`config.mk`:
```
export PLATFORM = sky130hd
export DESIGN_NAME = acq_sequencer
export DESIGN_NICKNAME = d
export VERILOG_FILES = /design/src/rtl/acq_sequencer.sv
export SDC_FILE = /design/constraint.sdc
export NUM_CORES = 1
export LEC_CHECK = 0
export BUFFER_PORTS_ARGS = -buffer_cell sky130_fd_sc_hd__buf_2
export CAP_MARGIN = 0
export CORE_MARGIN = 5
export CORE_UTILIZATION = 54
export CTS_CLUSTER_DIAMETER = 150
export DETAILED_ROUTE_END_ITERATION = 8
export PLACE_DENSITY = 0.78
export RECOVER_POWER = 50
export SLEW_MARGIN = 20
export SYNTH_ARGS = -nofsm -noshare
export SYNTH_HDL_FRONTEND = slang
export SYNTH_SLANG_ARGS = --single-unit
```
`constraint.sdc`:
```
create_clock -name aclk -period 3.9 [get_ports aclk]
set_clock_uncertainty 0.2 [all_clocks]
set_input_delay 0.195 -clock aclk [delete_from_list [all_inputs] [get_ports aclk]]
set_output_delay 0.195 -clock aclk [all_outputs]
set_load 0.05 [all_outputs]
```
`src/rtl/acq_sequencer.sv`:
```
// Frame acquisition sequencer: arms on cmd_run, handshakes every frame with the
// receiver (optional trigger edge, inter-frame delay) and reports done/timeout.
module acq_sequencer #(
  parameter int ACK_TIMEOUT = 1024,
  parameter int FCNT_W      = 16
) (
  input  logic              aclk,
  input  logic              areset,
  input  logic [31:0]       cfg_dsize,
  input  logic [FCNT_W-1:0] cfg_nframes,
  input  logic [31:0]       cfg_delay,
  input  logic              cfg_trig_en,
  input  logic              cfg_test,
  input  logic              cmd_run,
  input  logic              cmd_stop,
  input  logic              trig,
  input  logic              rx_pc,
  output logic [31:0]       rx_dsize,
  output logic              rx_test,
  output logic              rx_start,
  output logic              busy,
  output logic              done,
  output logic [FCNT_W-1:0] frame_cnt,
  output logic              err_timeout
);

  localparam int                TMO_W    = $clog2(ACK_TIMEOUT + 1);
  localparam logic [TMO_W-1:0]  TMO_LAST = TMO_W'(ACK_TIMEOUT - 1);
  localparam logic [TMO_W-1:0]  TMO_ONE  = TMO_W'(1);
  localparam logic [FCNT_W-1:0] FCNT_ONE = FCNT_W'(1);

  typedef enum logic [2:0] {
    S_IDLE      = 3'd0,
    S_WAIT_TRIG = 3'd1,
    S_WAIT_RDY  = 3'd2,
    S_START     = 3'd3,
    S_RUN       = 3'd4,
    S_DELAY     = 3'd5,
    S_DONE      = 3'd6
  } state_t;

  state_t              state_q, state_d;
  logic [31:0]         dsize_q, dsize_d;
  logic                test_q, test_d;
  logic                start_q, start_d;
  logic                busy_q, busy_d;
  logic                done_q, done_d;
  logic [FCNT_W-1:0]   fcnt_q, fcnt_d;
  logic                err_q, err_d;
  logic                stop_pend_q, stop_pend_d;
  logic                trig_q, trig_d;
  logic [31:0]         dly_q, dly_d;
  logic [TMO_W-1:0]    tmo_q, tmo_d;

  logic                trig_edge;
  logic [FCNT_W-1:0]   frame_inc;
  state_t              armed_state;

  assign trig_edge   = trig & ~trig_q;
  assign frame_inc   = fcnt_q + FCNT_ONE;
  assign armed_state = cfg_trig_en ? S_WAIT_TRIG : S_WAIT_RDY;

  always_comb begin
    state_d     = state_q;
    dsize_d     = dsize_q;
    test_d      = test_q;
    fcnt_d      = fcnt_q;
    err_d       = err_q;
    stop_pend_d = stop_pend_q;
    trig_d      = trig;
    dly_d       = dly_q;
    tmo_d       = tmo_q;

    case (state_q)
      S_IDLE: begin
        if (cmd_run && !cmd_stop) begin
          dsize_d     = cfg_dsize;
          test_d      = cfg_test;
          fcnt_d      = '0;
          err_d       = 1'b0;
          stop_pend_d = 1'b0;
          state_d     = armed_state;
        end
      end
      S_WAIT_TRIG: begin
        if (cmd_stop)       state_d = S_IDLE;
        else if (trig_edge) state_d = S_WAIT_RDY;
      end
      S_WAIT_RDY: begin
        tmo_d = '0;
        if (cmd_stop)   state_d = S_IDLE;
        else if (rx_pc) state_d = S_START;
      end
      S_START: begin
        if (cmd_stop) stop_pend_d = 1'b1;
        if (!rx_pc) begin
          state_d = S_RUN;
        end else if (tmo_q == TMO_LAST) begin
          err_d   = 1'b1;
          state_d = S_IDLE;
        end else begin
          tmo_d = tmo_q + TMO_ONE;
        end
      end
      S_RUN: begin
        if (cmd_stop) stop_pend_d = 1'b1;
        if (rx_pc) begin
          fcnt_d = frame_inc;
          // A stop arriving in the completing cycle still ends the run cleanly.
          if ((cfg_nframes != '0 && frame_inc == cfg_nframes) || stop_pend_q || cmd_stop) begin
            state_d = S_DONE;
          end else if (cfg_delay == 32'd0) begin
            state_d = armed_state;
          end else begin
            dly_d   = cfg_delay;
            state_d = S_DELAY;
          end
        end
      end
      S_DELAY: begin
        if (cmd_stop) begin
          state_d = S_IDLE;
        end else if (dly_q <= 32'd1) begin
          state_d = armed_state;
        end else begin
          dly_d = dly_q - 32'd1;
        end
      end
      S_DONE:  state_d = S_IDLE;
      default: state_d = S_IDLE;
    endcase

    start_d = (state_d == S_START);
    busy_d  = (state_d != S_IDLE);
    done_d  = (state_d == S_DONE);
  end

  always_ff @(posedge aclk) begin
    if (areset) begin
      state_q     <= S_IDLE;
      dsize_q     <= '0;
      test_q      <= 1'b0;
      start_q     <= 1'b0;
      busy_q      <= 1'b0;
      done_q      <= 1'b0;
      fcnt_q      <= '0;
      err_q       <= 1'b0;
      stop_pend_q <= 1'b0;
      trig_q      <= 1'b0;
      dly_q       <= '0;
      tmo_q       <= '0;
    end else begin
      state_q     <= state_d;
      dsize_q     <= dsize_d;
      test_q      <= test_d;
      start_q     <= start_d;
      busy_q      <= busy_d;
      done_q      <= done_d;
      fcnt_q      <= fcnt_d;
      err_q       <= err_d;
      stop_pend_q <= stop_pend_d;
      trig_q      <= trig_d;
      dly_q       <= dly_d;
      tmo_q       <= tmo_d;
    end
  end

  assign rx_dsize    = dsize_q;
  assign rx_test     = test_q;
  assign rx_start    = start_q;
  assign busy        = busy_q;
  assign done        = done_q;
  assign frame_cnt   = fcnt_q;
  assign err_timeout = err_q;

endmodule

```
==> out/metrics.yaml, run 1 <==
clk_path_buf_depth: 2
dieWidth_um: 112
dp_cells: 987
port-buffer-count: 140
drt-total-wl_um: 17600
layout-drive-gt1-share_pct: 14.7
yosys.area.top_type: "dfxtp_1"
synth_ff_type: "dfxtp_1"
leakage_nw: 2.70
synth_top_area_share_pct: 35.7
path_max_fanout: 12
clockRootBuffer: "clkbuf_8"
cts.sinks: 101
num-nets-final: 991
syn2layout_area_growth_pct: 21.5
gp_congestion: 0.923
htreeDepth: 3
synthesis.area_um2: 5670
first_pass_iters: 5
drtIter0Drc: 595
slowest_delay_ps: 560
end_kind: "flip-flop"
insertion_delay_ps: 370
syn_avg_cell_area_um2: 7.52
rows: 37
vias_per_cell: 6.06
violations: "capacitance limit, slew limit"
p_sw_share_pct: 29.5
synth_area_leaders: "dfxtp_1 36%, nand2_1 8.0%, a21oi_1 7.1%"
ys_top_cells_by_count: "121 x nand2_1, 101 x dfxtp_1, 80 x a21oi_1"
crit_required_ps: 3970
slew_headroom_pct: -15.8
ioPinCount: 141
grt_pass1_vias: 6167
slew_viol_final: 39
synth_seq_cells: 101
synthArstFlopShare_pct: 0
via_count: 6305
hold_ws_ps: 16.0
dpl_cell_area_um2: 6390
syn_inst: 753
cts_resized: 0
finalSetupViolCount: 0
hold_viol: 0
fin_area_um2: 6890
route.detailed.drc: 0
grt_antenna_before_repair: 0
comb_power_share_pct: 14.7
finish.cell_count_without_fillers: 1040
critPathBufInv: 0
worstPathArrival_ps: 3570
cts_hold_buf: 37
place_hpwl_um: 12000
tightest_slew_ps: 1740
power_frac_clock_pct: 32.5
max_freq_ghz: 0.286
p_int_mw: 1.42
worstSetupStartpointType: "flip-flop"
antennaDiodeCount: 0
worstPathCellList: "ha_1 > nand4_1 > nor4_2 > xnor2_1 > and4_1 > a41oi_2 > and2_1 > o22ai_1 > a221oi_1"
grt-ovfl-total: 0
synth_edf_count: 0
cts_tree: "yes"
total_power_mw: 2.01
seq_power_share_pct: 52.8
initial_core_util_pct: 55.1
dieArea_um2: 12600
path_class: "flip-flop to flip-flop"
grt_start_max_net_pins: 62
gr-usage-all-layers_pct: 27.2
peakVddDrop_v: 0.000172
die_h_um: 112
grt_first_pass_wirelength_um: 29100
yosysUniqueCellTypes: 70
numCtsBuffers: 9
syn_nets: 845
synth-seq-area-share_pct: 35.7
fin_crit_sh_pct: 89.6
status: "finished with violations"
cp_slowest_cell: "dfxtp_1"
ant_nets: 0
min_path_type: "primary input to flip-flop"
yosysMostFrequentCell: "nand2_1"
finalSetupTns_ps: 0
wl_per_cell_um: 16.9
switchingPower_mw: 0.594
fp.coreArea_um2: 10300
ys_warn_count: 0
maxCapViolCount: 1
cts_setup_buffers: 0
path_delay_family: "simple AND/OR/NAND/NOR gates"
grt_setup_unrepaired: "false"
fin_crit_ps: 3500
p_per_area_nw_per_um2: 292
cts.clk_slew.worst_paths_ps: 100
## logic make-up after synthesis
logic type / share of synthesized area, %
and+or+nand+nor: 29.6
DFF: 35.7
buffers and inverters: 4.88
adders and majority gates: 0.883
AOI/OAI and AO/OA: 22.3
muxes: 2.65
xor gates and xnor gates: 4.02
## power groups by stage
stage / Combinational, mW / Clock, mW / Sequential (mW)
after floorplan: 0.101 / 0 / 1.15
after global placement: 0.259 / 0 / 1.08
after detailed placement: 0.264 / 0 / 1.09
after CTS: 0.294 / 0.664 / 1.06
after global routing: 0.318 / 0.703 / 1.07
final: 0.295 / 0.654 / 1.06
## layer usage
layer / GRT usage [%] / up-vias / wire, um
met4: 9.62 / 0 / 429
li1: - / 3004 / -
met2: 47.0 / 263 / 8740
met1: 33.7 / 2995 / 7140
met3: 5.34 / 43 / 1320
met5: 0 / - / 0
## worst min-delay path: cells and delay by family
family	cells	cell delay (ps)
AND/OR/NAND/NOR	1	50
buffers and inverters	1	110
AO/OA/AOI/OAI	3	190
## layout by cell type, fill, tap and decap left out, types with 11 or more instances in the layout
cell type        n
nor3_1          24
mux2i_1         15
xnor2_1         13
dlygate4sd3_1   37
dfxtp_1        101
o21ai_0         40
clkbuf_1        55
o21ai_1         13
nor2_1          66
inv_1           16
nand4_1         13
buf_2           86
nand3_1         21
nand2_1        121
o22ai_1         11
nor4_1          21
a21oi_1         80
xor2_1          13
## path summary, 6_finish.rpt
kind	slack, ps	endpoint	cells past startpoint	start
max	400	dly_q[11]	9	frame_cnt[0]
min	20	dly_q[30]	5	cfg_delay[30]
max reg2reg	400	dly_q[11]	9	frame_cnt[0]
min reg2reg	260	rx_dsize[10]	2	rx_dsize[10]
## through the flow
stage	worst slack, ps	util (%)
2_1_floorplan	708	-
3_3_place_gp	644	62.2
3_5_place_dp	489	62.2
4_1_cts	437	67.7
5_1_grt	123	67.0
6_report	404	67.0
## flip-flops by register name, summed over array words and instances (netlist names)
signal,cells
busy,1
dly_q,32
done,1
err_timeout,1
frame_cnt,16
rx_dsize,32
rx_start,1
rx_test,1
state_q,3
stop_pend_q,1
tmo_q,11
trig_q,1
## final cells by class
cell class,instances,area (um2)
repair buffers,185,1070
clock inverters,6,56.3
clock buffers,10,138
well taps,136,170
fillers,912,3390
multi-input cells,586,3370
flip-flops and latches,101,2020
inverters,16,60.1
(Power assumes the default switching activity.)
==> run 2: changes to the inputs <==
--- a/config.mk
+++ b/config.mk
@@ -5,10 +5,11 @@
 export SDC_FILE = /design/constraint.sdc
 export NUM_CORES = 1
 export LEC_CHECK = 0
+export ABC_AREA = 1
 export BUFFER_PORTS_ARGS = -buffer_cell sky130_fd_sc_hd__buf_2
 export CAP_MARGIN = 0
 export CORE_MARGIN = 5
-export CORE_UTILIZATION = 54
+export CORE_UTILIZATION = 55
 export CTS_CLUSTER_DIAMETER = 150
 export DETAILED_ROUTE_END_ITERATION = 8
 export PLACE_DENSITY = 0.78
==> out/metrics.yaml, run 2 <==
finalSetupViolCount: 0
first_pass_iters: 5
path_class: "primary input to flip-flop"
gr-usage-all-layers_pct: 26.2
drt-total-wl_um: 17200
cts.sinks: 101
grt_setup_unrepaired: "false"
cts_resized: 0
finalSetupTns_ps: 0
ys_top_cells_by_count: "219 x nand2_1, 185 x nor2_1, 101 x dfxtp_1"
fillCellCount: 992
final_cell_mix: "219 x nand2_1, 185 x nor2_1, 101 x dfxtp_1"
worstSetupStartpointType: "primary input"
via_count: 6701
r2r-start: "state_q[1]"
maxCapViolCount: 0
place_hpwl_um: 12000
cts.clk_slew.worst_paths_ps: 90
leakage_nw: 3.44
num-nets-final: 1226
insertion_delay_ps: 370
dieWidth_um: 115
dieArea_um2: 13200
synth_seq_cells: 101
layout_commonest_cell: "nand2_1"
synthesis.area_um2: 6070
end_kind: "flip-flop"
tightest_slew_ps: 1350
drtIter0Drc: 552
whs_endpoint: "dly_q[24]"
wl_per_cell_um: 13.5
route.detailed.drc: 0
gp_congestion: 0.869
yosys.area.top_type: "dfxtp_1"
die_h_um: 115
p_per_area_nw_per_um2: 277
fin_crit_ps: 3290
crit_required_ps: 3930
clockRootBuffer: "clkbuf_8"
grt_pass1_vias: 6129
holdPathStages: 5
ff_latch_area_um2: 2020
grt_first_pass_wirelength_um: 28300
syn2layout_area_growth_pct: 22.2
min_from: "cfg_delay[24]"
numCtsBuffers: 9
rows: 38
yosysMostFrequentCell: "nand2_1"
reg2regPathDepth: 8
status: "finished, final reports clean"
syn_nets: 1051
grt-ovfl-total: 0
slew_viol_final: 0
synth_ff_type: "dfxtp_1"
synth_top_area_share_pct: 33.3
port-buffer-count: 140
clk_path_buf_depth: 2
cts_tree: "yes"
ant_nets: 0
cts_setup_buffers: 0
fp.coreArea_um2: 10800
antennaDiodeCount: 0
synth_edf_count: 0
max_freq_ghz: 0.304
fin_crit_sh_pct: 84.2
synthArstFlopShare_pct: 0
grt_antenna_before_repair: 0
r2r_slack_ps: 880
multi_input_area_um2: 3500
cts_hold_buf: 49
yosysUniqueCellTypes: 42
initial_core_util_pct: 56.0
slew_headroom_pct: 9.69
timing.rr.end: "frame_cnt[4]"
path_max_fanout: 37
peakVddDrop_v: 0.000268
fin_area_um2: 7420
min_path_type: "primary input to flip-flop"
vias_per_cell: 5.24
htreeDepth: 3
hold_viol: 0
layout-drive-gt1-share_pct: 12.6
synth_area_leaders: "dfxtp_1 33%, nand2_1 14%, nor2_1 11%"
syn_avg_cell_area_um2: 6.33
dpl_cell_area_um2: 6840
syn_inst: 959
ioPinCount: 141
grt_start_max_net_pins: 68
worstPathArrival_ps: 3320
synth-seq-area-share_pct: 33.3
ys_warn_count: 0
[run 2: cell types whose count changed after synthesis, sizes merged, moves of 17 or more]
cell | before | now
a21oi | 81 | 49
inv | 16 | 98
nand2 | 121 | 224
nand3 | 21 | 86
nor2 | 66 | 197
nor4 | 25 | 8
[run 2: worst max path at each step]
stage                  from            to  slack (ps)  depth (start not counted)
3_3_place_gp   frame_cnt[0]      dly_q[9]        1080                         16
6_report           cmd_stop  frame_cnt[4]         610                         10
4_1_cts        frame_cnt[0]      dly_q[9]         980                         16
5_1_grt            cmd_stop  frame_cnt[6]         320                         10
3_5_place_dp   frame_cnt[0]      dly_q[9]        1000                         16
2_1_floorplan  frame_cnt[0]      dly_q[0]        1130                         16
[run 2: cell type report]
cell class	count	area share (%)
Inverter	99	5.01
Timing Repair Buffer	198	16.0
Clock inverter	5	0.506
Sequential cell	101	27.2
Tap cell	140	2.36
Multi-Input combinational cell	725	47.2
Clock buffer	10	1.72
[run 2: critical path: stages]
cell	delay, ps
dlygate4sd3_1	550
clkbuf_1	200
inv_1	160
nand2_1	90
nor2_1	150
clkbuf_1	1010
nor2_1	500
buf_4	320
nand2_1	60
a21oi_1	70
[run 2: logic make-up (layout without fill, tap and decap cells)]
kind of cell / Yosys count / count (layout) / synth area share (%)
AOI/OAI and AO/OA: 137 / 137 / 12.0
xor gates and xnor gates: 14 / 14 / 2.51
adders and majority gates: 4 / 4 / 0.824
buffers and inverters: 133 / 312 / 9.09
DFF: 101 / 101 / 33.3
muxes: 6 / 6 / 0.989
and+or+nand+nor: 564 / 564 / 41.3
[run 2: routing by layer]
metal  share of wire [%]  wire, um  up-vias  global-route usage, %
met4                 2.4       418        0                   10.3
li1                    -         -     3462                      -
met1                  44      7640     2973                   34.6
met5                   0         0        -                      0
met2                  45      7810      233                   41.7
met3                 7.9      1370       33                   5.74
[run 2: metrics by stage]
| stage | hold slack [ps] | util (%) | total power, mW | instances | worst slack (ps) |
|---|---|---|---|---|---|
| global route | 32.5 | 68.5 | 2.14 | 1278 | 319 |
| global placement | 218 | 63.1 | 1.43 | 1214 | 1080 |
| floorplan | 64.1 | - | 1.32 | 959 | 1130 |
| detailed placement | 222 | 63.1 | 1.44 | 1214 | 996 |
| CTS | 1.39 | 69.1 | 2.08 | 1278 | 984 |
| finish | 21.3 | 68.5 | 2.05 | 1278 | 615 |
[run 2: report_power, final]
part           leakage [nW]  internal [mW]  switching [mW]
Sequential            0.820           1.06          0.0176
Clock                0.0787          0.232           0.375
Combinational          2.54          0.122           0.246
